`src/rtl/vga_scan_fetch_if.sv`:
```
// Bus between vga_scan_fetch and its video memory / VGA pins.
// master = scan-fetch side, slave = memory and display side.
interface vga_scan_fetch_if;
  logic [2:0]  iMemData;
  logic [12:0] oReadAddress;
  logic [2:0]  oVGA_RGB;
  logic        oHsync;
  logic        oVsync;
  logic        oFrameStart;
  logic        oVBlank;

  modport master (
    input  iMemData,
    output oReadAddress,
    output oVGA_RGB,
    output oHsync,
    output oVsync,
    output oFrameStart,
    output oVBlank
  );

  modport slave (
    output iMemData,
    input  oReadAddress,
    input  oVGA_RGB,
    input  oHsync,
    input  oVsync,
    input  oFrameStart,
    input  oVBlank
  );
endinterface

```
`src/rtl/vga_scan_fetch.sv`:
```
// 640x480@60 scan timing, 8x8-cell frame-buffer addressing and registered, mutually aligned pins.
// Define VGA_BORDER_EN to force BORDER_COLOR on the outermost ring of visible cells.
module vga_scan_fetch #(
  parameter int unsigned H_PW         = 96,
  parameter int unsigned H_BP         = 48,
  parameter int unsigned H_DISP       = 640,
  parameter int unsigned H_FP         = 16,
  parameter int unsigned V_PW         = 2,
  parameter int unsigned V_BP         = 29,
  parameter int unsigned V_DISP       = 480,
  parameter int unsigned V_FP         = 10,
  parameter logic [2:0]  BORDER_COLOR = 3'b111
) (
  input logic              Clock,
  input logic              Reset,
  vga_scan_fetch_if.master bus
);

  localparam int unsigned H_TOTAL  = H_PW + H_BP + H_DISP + H_FP;
  localparam int unsigned V_TOTAL  = V_PW + V_BP + V_DISP + V_FP;
  localparam int unsigned H_VIS_LO = H_PW + H_BP;
  localparam int unsigned H_VIS_HI = H_VIS_LO + H_DISP;
  localparam int unsigned V_VIS_LO = V_PW + V_BP;
  localparam int unsigned V_VIS_HI = V_VIS_LO + V_DISP;
  localparam int unsigned H_W      = $clog2(H_TOTAL);
  localparam int unsigned V_W      = $clog2(V_TOTAL);

`ifdef VGA_BORDER_EN
  localparam bit BORDER_EN = 1'b1;
`else
  localparam bit BORDER_EN = 1'b0;
`endif

  logic           r_pixel_en;
  logic [H_W-1:0] r_h;
  logic [V_W-1:0] r_v;
  logic [2:0]     r_rgb;
  logic           r_hsync;
  logic           r_vsync;
  logic           r_frame_start;
  logic           r_vblank;

  logic [H_W-1:0] w_h_next;
  logic [V_W-1:0] w_v_next;
  logic           w_vis_col;
  logic           w_vis_line;
  logic           w_visible;
  logic [6:0]     w_col;
  logic [5:0]     w_row;
  logic           w_border;
  logic [2:0]     w_pix;

  always_comb begin
    w_vis_col  = (r_h >= H_W'(H_VIS_LO)) && (r_h < H_W'(H_VIS_HI));
    w_vis_line = (r_v >= V_W'(V_VIS_LO)) && (r_v < V_W'(V_VIS_HI));
    w_visible  = w_vis_col && w_vis_line;
    w_col      = 7'((r_h - H_W'(H_VIS_LO)) >> 3);
    w_row      = 6'((r_v - V_W'(V_VIS_LO)) >> 3);
    w_border   = (w_col == 7'd0) || (w_col == 7'(H_DISP / 8 - 1)) ||
                 (w_row == 6'd0) || (w_row == 6'(V_DISP / 8 - 1));
  end

  always_comb begin
    w_h_next = r_h + H_W'(1);
    w_v_next = r_v;
    if (r_h == H_W'(H_TOTAL - 1)) begin
      w_h_next = '0;
      w_v_next = (r_v == V_W'(V_TOTAL - 1)) ? '0 : r_v + V_W'(1);
    end
  end

  // Memory data arriving now belongs to the current (pre-advance) counters.
  always_comb begin
    w_pix = 3'b000;
    if (w_visible) begin
      w_pix = (BORDER_EN && w_border) ? BORDER_COLOR : bus.iMemData;
    end
  end

  always_ff @(posedge Clock or negedge Reset) begin
    if (!Reset) begin
      r_pixel_en    <= 1'b0;
      r_h           <= '0;
      r_v           <= '0;
      r_rgb         <= 3'b000;
      r_hsync       <= 1'b1;
      r_vsync       <= 1'b1;
      r_frame_start <= 1'b0;
      r_vblank      <= 1'b1;
    end else begin
      r_pixel_en    <= ~r_pixel_en;
      r_frame_start <= 1'b0;
      if (r_pixel_en) begin
        r_h           <= w_h_next;
        r_v           <= w_v_next;
        r_rgb         <= w_pix;
        r_hsync       <= ~(r_h < H_W'(H_PW));
        r_vsync       <= ~(r_v < V_W'(V_PW));
        r_vblank      <= ~w_vis_line;
        r_frame_start <= (r_h == '0) && (r_v == '0);
      end
    end
  end

  always_comb begin
    bus.oReadAddress = w_visible ? {w_col, w_row} : 13'd0;
    bus.oVGA_RGB     = r_rgb;
    bus.oHsync       = r_hsync;
    bus.oVsync       = r_vsync;
    bus.oFrameStart  = r_frame_start;
    bus.oVBlank      = r_vblank;
  end

endmodule

```
`src/flat_wrapper.sv`:
```
// flat-port wrapper written by rule: the top's interface ports become plain ports
module vga_scan_fetch_flat 
#(
  parameter int unsigned H_PW         = 96,
  parameter int unsigned H_BP         = 48,
  parameter int unsigned H_DISP       = 640,
  parameter int unsigned H_FP         = 16,
  parameter int unsigned V_PW         = 2,
  parameter int unsigned V_BP         = 29,
  parameter int unsigned V_DISP       = 480,
  parameter int unsigned V_FP         = 10,
  parameter logic [2:0]  BORDER_COLOR = 3'b111
)
  (Clock, Reset, bus_iMemData, bus_oReadAddress, bus_oVGA_RGB, bus_oHsync, bus_oVsync, bus_oFrameStart, bus_oVBlank);
  vga_scan_fetch_if bus_i ();
  input logic Clock;
  input logic Reset;
  input wire logic [$bits(bus_i.iMemData)-1:0] bus_iMemData;
  output wire logic [$bits(bus_i.oReadAddress)-1:0] bus_oReadAddress;
  output wire logic [$bits(bus_i.oVGA_RGB)-1:0] bus_oVGA_RGB;
  output wire logic [$bits(bus_i.oHsync)-1:0] bus_oHsync;
  output wire logic [$bits(bus_i.oVsync)-1:0] bus_oVsync;
  output wire logic [$bits(bus_i.oFrameStart)-1:0] bus_oFrameStart;
  output wire logic [$bits(bus_i.oVBlank)-1:0] bus_oVBlank;
  assign bus_i.iMemData = bus_iMemData;
  assign bus_oReadAddress = bus_i.oReadAddress;
  assign bus_oVGA_RGB = bus_i.oVGA_RGB;
  assign bus_oHsync = bus_i.oHsync;
  assign bus_oVsync = bus_i.oVsync;
  assign bus_oFrameStart = bus_i.oFrameStart;
  assign bus_oVBlank = bus_i.oVBlank;
  vga_scan_fetch #(.H_PW(H_PW), .H_BP(H_BP), .H_DISP(H_DISP), .H_FP(H_FP), .V_PW(V_PW), .V_BP(V_BP), .V_DISP(V_DISP), .V_FP(V_FP), .BORDER_COLOR(BORDER_COLOR)) u_core (.Clock(Clock), .Reset(Reset), .bus(bus_i));
endmodule
```
`config.mk`:
```
export PLATFORM = sky130hd
export DESIGN_NAME = vga_scan_fetch_flat
export DESIGN_NICKNAME = d
export VERILOG_FILES = /design/src/rtl/vga_scan_fetch_if.sv /design/src/rtl/vga_scan_fetch.sv /design/src/flat_wrapper.sv
export SDC_FILE = /design/constraint.sdc
export NUM_CORES = 1
export LEC_CHECK = 0
export ABC_AREA = 1
export CAP_MARGIN = 5
export CORE_MARGIN = 2
export CORE_UTILIZATION = 55
export DETAILED_ROUTE_END_ITERATION = 7
export GPL_TIMING_DRIVEN = 0
export PLACE_DENSITY = 0.79
export SYNTH_ARGS = -nofsm -noshare
export SYNTH_HDL_FRONTEND = slang
export SYNTH_SLANG_ARGS = --single-unit
```
`constraint.sdc`:
```
create_clock -name Clock -period 2.6 [get_ports Clock]
set_input_delay 0.52 -clock Clock [delete_from_list [all_inputs] [get_ports Clock]]
set_output_delay 0.52 -clock Clock [all_outputs]
set_load 0.03 [all_outputs]
```
# == Yosys cells after proc, flatten, opt, wreduce, memory -nomap -nowiden ==
# Cells that the tools add are included.
# totals
register_bits,28
inputBits,5
out_inout_bits,20
# op_classes
n_addsub,4
order_cmp,6
n_eq_ne,2
n_mux,5
bitwise_logic,4
reduce_logical,7
# ops
op,n
"10-bit by 1-bit adder with 10-bit output, second input constant",2
"10-bit equality test, second input constant",2
10-bit zero test,2
10-bit two-way mux,2
13-bit two-way mux,1
"10-bit by 5-bit greater-or-equal comparator with 1-bit output, second input constant",1
"10-bit by 8-bit greater-or-equal comparator with 1-bit output, second input constant",1
"10-bit less-than comparator, second input constant",1
"10-bit by 2-bit less-than comparator with 1-bit output, second input constant",1
"10-bit by 7-bit less-than comparator with 1-bit output, second input constant",1
"10-bit by 9-bit less-than comparator with 1-bit output, second input constant",1
"10-bit by 8-bit subtractor with 10-bit output, second input constant",1
"9-bit by 5-bit subtractor with 9-bit output, second input constant",1
1-bit logical AND,4
1-bit NOT,4
3-bit two-way mux,1
2-bit AND reduction,1
1-bit two-way mux,1

# == Logic depth before layout (Yosys ltp) ==
# logic_depth
depth_word,4
ltp_mapped,10
ltp_nobuf,9

# == Least setup slack after synthesis ==
# OpenSTA, ideal clock, no wires.
# synth_timing
kind,reg2out
from,register u_core.r_h[4]
to,output port bus_oReadAddress[0]
arrival_ps,1690
t_required_ps,2080
slack_ps,390
stages_incl_launch_ff,10
cell_sequence,dfrtp_1 > inv_1 > ha_1 > nand2_1 > nand2_1 > nand2_1 > nor2_2 > nor2_4 > nand2_4 > nor2_1
# synth_via
elab_chain_len,4
# synth_rtl
element,line,source
start: declaration,vga_scan_fetch.sv:35,logic [H_W-1:0] r_h;
start signal: assignment,vga_scan_fetch.sv:94,r_h <= w_h_next;
10-bit by 8-bit greater-or-equal comparator with 1-bit output / 10-bit less-than comparator (equally long branches),vga_scan_fetch.sv:54,w_vis_col = (r_h >= H_W'(H_VIS_LO)) && (r_h < H_W'(H_VIS_HI));
1-bit logical AND *,vga_scan_fetch.sv:54,
1-bit logical AND *,vga_scan_fetch.sv:56,w_visible = w_vis_col && w_vis_line;
13-bit two-way mux *,vga_scan_fetch.sv:106,"bus.oReadAddress = w_visible ? {w_col, w_row} : 13'd0;"
end: declaration,flat_wrapper.sv:19,output wire logic [$bits(bus_i.oReadAddress)-1:0] bus_oReadAddress;
# Mark *: on every way between the ends. The rest lies on a longest branch, timed or not.

# == Final worst setup path ==
# layout_timing
from,register u_core.r_v[1]
to,output port bus_oReadAddress[11]
# layout_via
elab_chain_len,4
# layout_rtl
element,line,source
start: declaration,vga_scan_fetch.sv:36,logic [V_W-1:0] r_v;
start signal: assignment,vga_scan_fetch.sv:95,r_v <= w_v_next;
10-bit by 5-bit greater-or-equal comparator with 1-bit output / 10-bit by 9-bit less-than comparator with 1-bit output (equally long branches),vga_scan_fetch.sv:55,w_vis_line = (r_v >= V_W'(V_VIS_LO)) && (r_v < V_W'(V_VIS_HI));
1-bit logical AND *,vga_scan_fetch.sv:55,
1-bit logical AND *,vga_scan_fetch.sv:56,
13-bit two-way mux *,vga_scan_fetch.sv:106,
# Marks and branches as above.

==> flow_metrics.env <==
export IMPL_outcome="finished, final reports clean"
export IMPL_netlist_area_leader_share_pct=31.4
export IMPL_place_area_sq_um=2290
export IMPL_ys_flop_type="dfrtp_1"
export IMPL_grt_overflow=0
export IMPL_reg2regPathDepth=9
export IMPL_dpl_hpwl_mm=3.21
export IMPL_rrSetupSlack_ns=0.93
export IMPL_wl_per_cell_um=13.7
export IMPL_r2r_end="u_core.r_v[3]$_DFFE_PN0P_"
export IMPL_cts_root_buffer="clkbuf_4"
export IMPL_core_area_sq_um=3420
export IMPL_synth_async_reset_ratio_pct=100
export IMPL_syn_num_nets=268
export IMPL_rsz0062_at_grt="true"
export IMPL_yosysUniqueCellTypes=37
export IMPL_first_iter_violations=152
export IMPL_dr_pass1_iters=4
export IMPL_nets=311
export IMPL_avgSynthCellArea_sq_um=7.81
export IMPL_slowest_stage="dfrtp_1"
export IMPL_setup_ws_ns=0.0941
export IMPL_hp_class="in2async"
export IMPL_io_pins=25
export IMPL_critPathMaxFanout=5
export IMPL_grt_max_degree=29
export IMPL_path_buf_inv=3
export IMPL_cap_violations=0
export IMPL_numCtsBuffers=3
export IMPL_antenna_found_initial=0
export IMPL_clk_pin_slew_worst_paths_ns=0.16
export IMPL_synth_edf_count=0
export IMPL_syn_area_sq_um=1990
export IMPL_worstPathCellList="ha_2, nand2_4, inv_1, nand2_2, nand3_4, nor2_4, nor2_8, nand2_8, buf_16, nor2_4, buf_6"
export IMPL_start_kind="flip-flop"
export IMPL_worstPathRequired_ns=2.08
export IMPL_yosysSeqAreaShare_pct=35.4
export IMPL_r2r_start="u_core.r_v[0]$_DFFE_PN0P_"
export IMPL_cts_tree="done"
export IMPL_drive_gt1_share_pct=28.6
export IMPL_p_per_area_nw_per_um2=271
export IMPL_tightest_slew_ns=0.628
export IMPL_vias=1835
export IMPL_yosys_register_bits=28
export IMPL_grt_pass1_vias=1632
export IMPL_worstPathArrival_ns=1.99
export IMPL_vdd_drop_max_v=0.000317
export IMPL_crit_end="bus_oReadAddress[11]"
export IMPL_place_gp_congestion=0.893
export IMPL_placed_cells=325
export IMPL_startpoint="u_core.r_v[1]$_DFFE_PN0P_"
export IMPL_clock_sinks=28
export IMPL_grtUsageTotal_pct=24.5
export IMPL_rows=21
export IMPL_instances_no_fill=343
export IMPL_cellLeakagePower_nw=1.19
export IMPL_cts_path_max_buffers=2
export IMPL_drt_wl_total_mm=4.69
export IMPL_cp_slowest_stage_delay_ns=0.42
export IMPL_syn_inst=255
export IMPL_die_y_um=64.2
export IMPL_antenna_cells=0
export IMPL_critPathCaptureType="output port"
export IMPL_fp_dieArea_sq_um=4120
export IMPL_drv_slew=0
export IMPL_port_buffer_count=24
export IMPL_yosysTopAreaCell="dfrtp_1"
export IMPL_die_w_um=64.2
export IMPL_maxSlewHeadroom_pct=58.1
export IMPL_setup_viol=0
export IMPL_yosysWarningCount=0
export IMPL_grt_pass1_wl_mm=7.69
export IMPL_hold_viol=0
export IMPL_crit_cells=11
export IMPL_path_class="reg2out"
export IMPL_clk_latency_ns=0.36
export IMPL_synthTopCellsByArea="dfrtp_1 31%, nand2_1 12%, nor2_4 6.8%"
export IMPL_area_growth_pct=26.2
export IMPL_via_per_inst=5.35
export IMPL_cpMostUsedCell="nor2_4"
export IMPL_max_freq_ghz=0.399
export IMPL_ant_nets=0
export IMPL_start_util_pct=58.3
export IMPL_post_place_ws_ns=-0.383
export IMPL_drc_errors=0
export IMPL_finalCritPeriodShare_pct=96.4
export IMPL_design_area_sq_um=2510
export IMPL_fin_crit_ns=2.51
export IMPL_fin_skew_ns=0.00845
export IMPL_htree_levels=1
export IMPL_path_delay_family="simple AND/OR/NAND/NOR gates"
-- cells in the mapped netlist, drive strengths merged, types with 2 or more instances --
cell,n
o21ai,13
dfstp,3
xor2,7
nor3,5
nand2,67
a31oi,2
a21oi,8
buf,5
nand4,5
clkinv,2
inv,32
nor2,41
nand3,26
dfrtp,25
ha,8
-- worst register-to-register path: cells and delay by family, from the launching register on --
kind / cells / cell delay [ns]
flops: 1 / 0.41
fa+ha+maj: 1 / 0.20
compound gates: 1 / 0.08
buf+inv: 3 / 0.37
simple gates: 4 / 0.50
-- metrics by stage --
step           TNS, ns  util (%)  hold WS, ns  power [mW]
3_5_place_dp     -4.22      67.0        0.464       0.460
2_1_floorplan        0         -        0.224       0.446
3_3_place_gp     -3.49      67.0        0.469       0.460
6_report             0      73.6        0.147       0.681
5_1_grt        -0.0290      73.6        0.191       0.716
4_1_cts        -0.0231      69.7        0.508       0.683
-- metal layers --
metal	track usage, %	vias to the layer above	share of wire, %
li1	-	899	-
met1	34.4	866	45
met2	37.2	61	46
met3	3.17	9	6.1
met4	11.7	0	2.5
met5	0	-	0
-- cell usage in the layout (no fill, tap or decap), types with 2 or more instances in the layout --
master,Yosys,final
nand2_1,61,61
nor2_1,25,24
dfrtp_1,25,24
inv_1,25,23
nand3_1,23,21
buf_4,1,14
nor2_4,12,13
buf_6,2,12
o21ai_0,12,12
clkdlybuf4s50_1,0,10
a21oi_1,8,8
inv_2,6,7
xor2_1,7,7
ha_1,8,5
buf_2,1,4
nor3_1,4,4
nand4_1,4,4
nand2_2,4,3
nand3_2,2,3
nor2_2,3,3
clkbuf_4,0,3
dfstp_2,3,3
inv_4,1,2
nand2_4,2,2
nand3_4,1,2
a31oi_1,2,2
ha_4,0,2
-- timing repair --
| item | in CTS | in global routing |
|---|---|---|
| resized for setup | 66 | 41 |
| pin swaps | 0 | 9 |
| hold buffers | 0 | 0 |
| cloned | 1 | 0 |
| buffers inserted | 7 | 6 |
| hold endpoints to repair | 0 | 0 |
| endpoints found under the setup margin | 13 | 13 |
-- registers in the layout, summed over array words and instances, names as in the netlist --
name                    cells
u_core.bus.oFrameStart      1
u_core.bus.oHsync           1
u_core.bus.oVBlank          1
u_core.bus.oVGA_RGB         3
u_core.bus.oVsync           1
u_core.r_h                 10
u_core.r_pixel_en           1
u_core.r_v                 10
-- worst min-delay path by stage --
stage	startpoint	slack [ns]	endpoint	cells past startpoint
after floorplan	Reset	0.22	u_core.bus.oFrameStart$_DFF_PN0_	0
after CTS	u_core.bus.oHsync$_DFFE_PN1P_	0.51	u_core.bus.oHsync$_DFFE_PN1P_	2
final	Reset	0.15	u_core.r_v[2]$_DFFE_PN0P_	1
after global routing	Reset	0.19	u_core.r_v[0]$_DFFE_PN0P_	1
after detailed placement	u_core.bus.oVGA_RGB[0]$_DFFE_PN0P_	0.46	u_core.bus.oVGA_RGB[0]$_DFFE_PN0P_	2
after global placement	u_core.bus.oVGA_RGB[0]$_DFFE_PN0P_	0.47	u_core.bus.oVGA_RGB[0]$_DFFE_PN0P_	2
-- cell families (layout without fill, tap and decap cells) --
| logic type | after synthesis | count (layout) | share of synthesized area, % |
|---|---|---|---|
| simple gates | 146 | 146 | 39.7 |
| buf+inv | 40 | 82 | 9.74 |
| flops | 28 | 28 | 35.4 |
| compound gates | 25 | 25 | 6.66 |
| fa+ha+maj | 8 | 8 | 5.03 |
| xor+xnor | 8 | 8 | 3.52 |
-- area by class of cell --
class | instances | area [sq um]
multi-input combinational | 187 | 1160
buffer | 6 | 58.8
tap | 46 | 57.6
inverter | 34 | 138
sequential | 28 | 706
fill | 267 | 903
timing repair buffer | 38 | 358
clock buffer | 4 | 36.3
-- report_power, final --
group | switching, mW | internal [mW] | leakage [nW] | total, mW
registers | 0 | 0.436 | 0.366 | 0.436
clock network | 0.144 | 0.0863 | 0.0210 | 0.230
logic | 0.00983 | 0.00514 | 0.804 | 0.0150
total | 0.154 | 0.527 | 1.19 | 0.681
(Power assumes the default switching activity.)
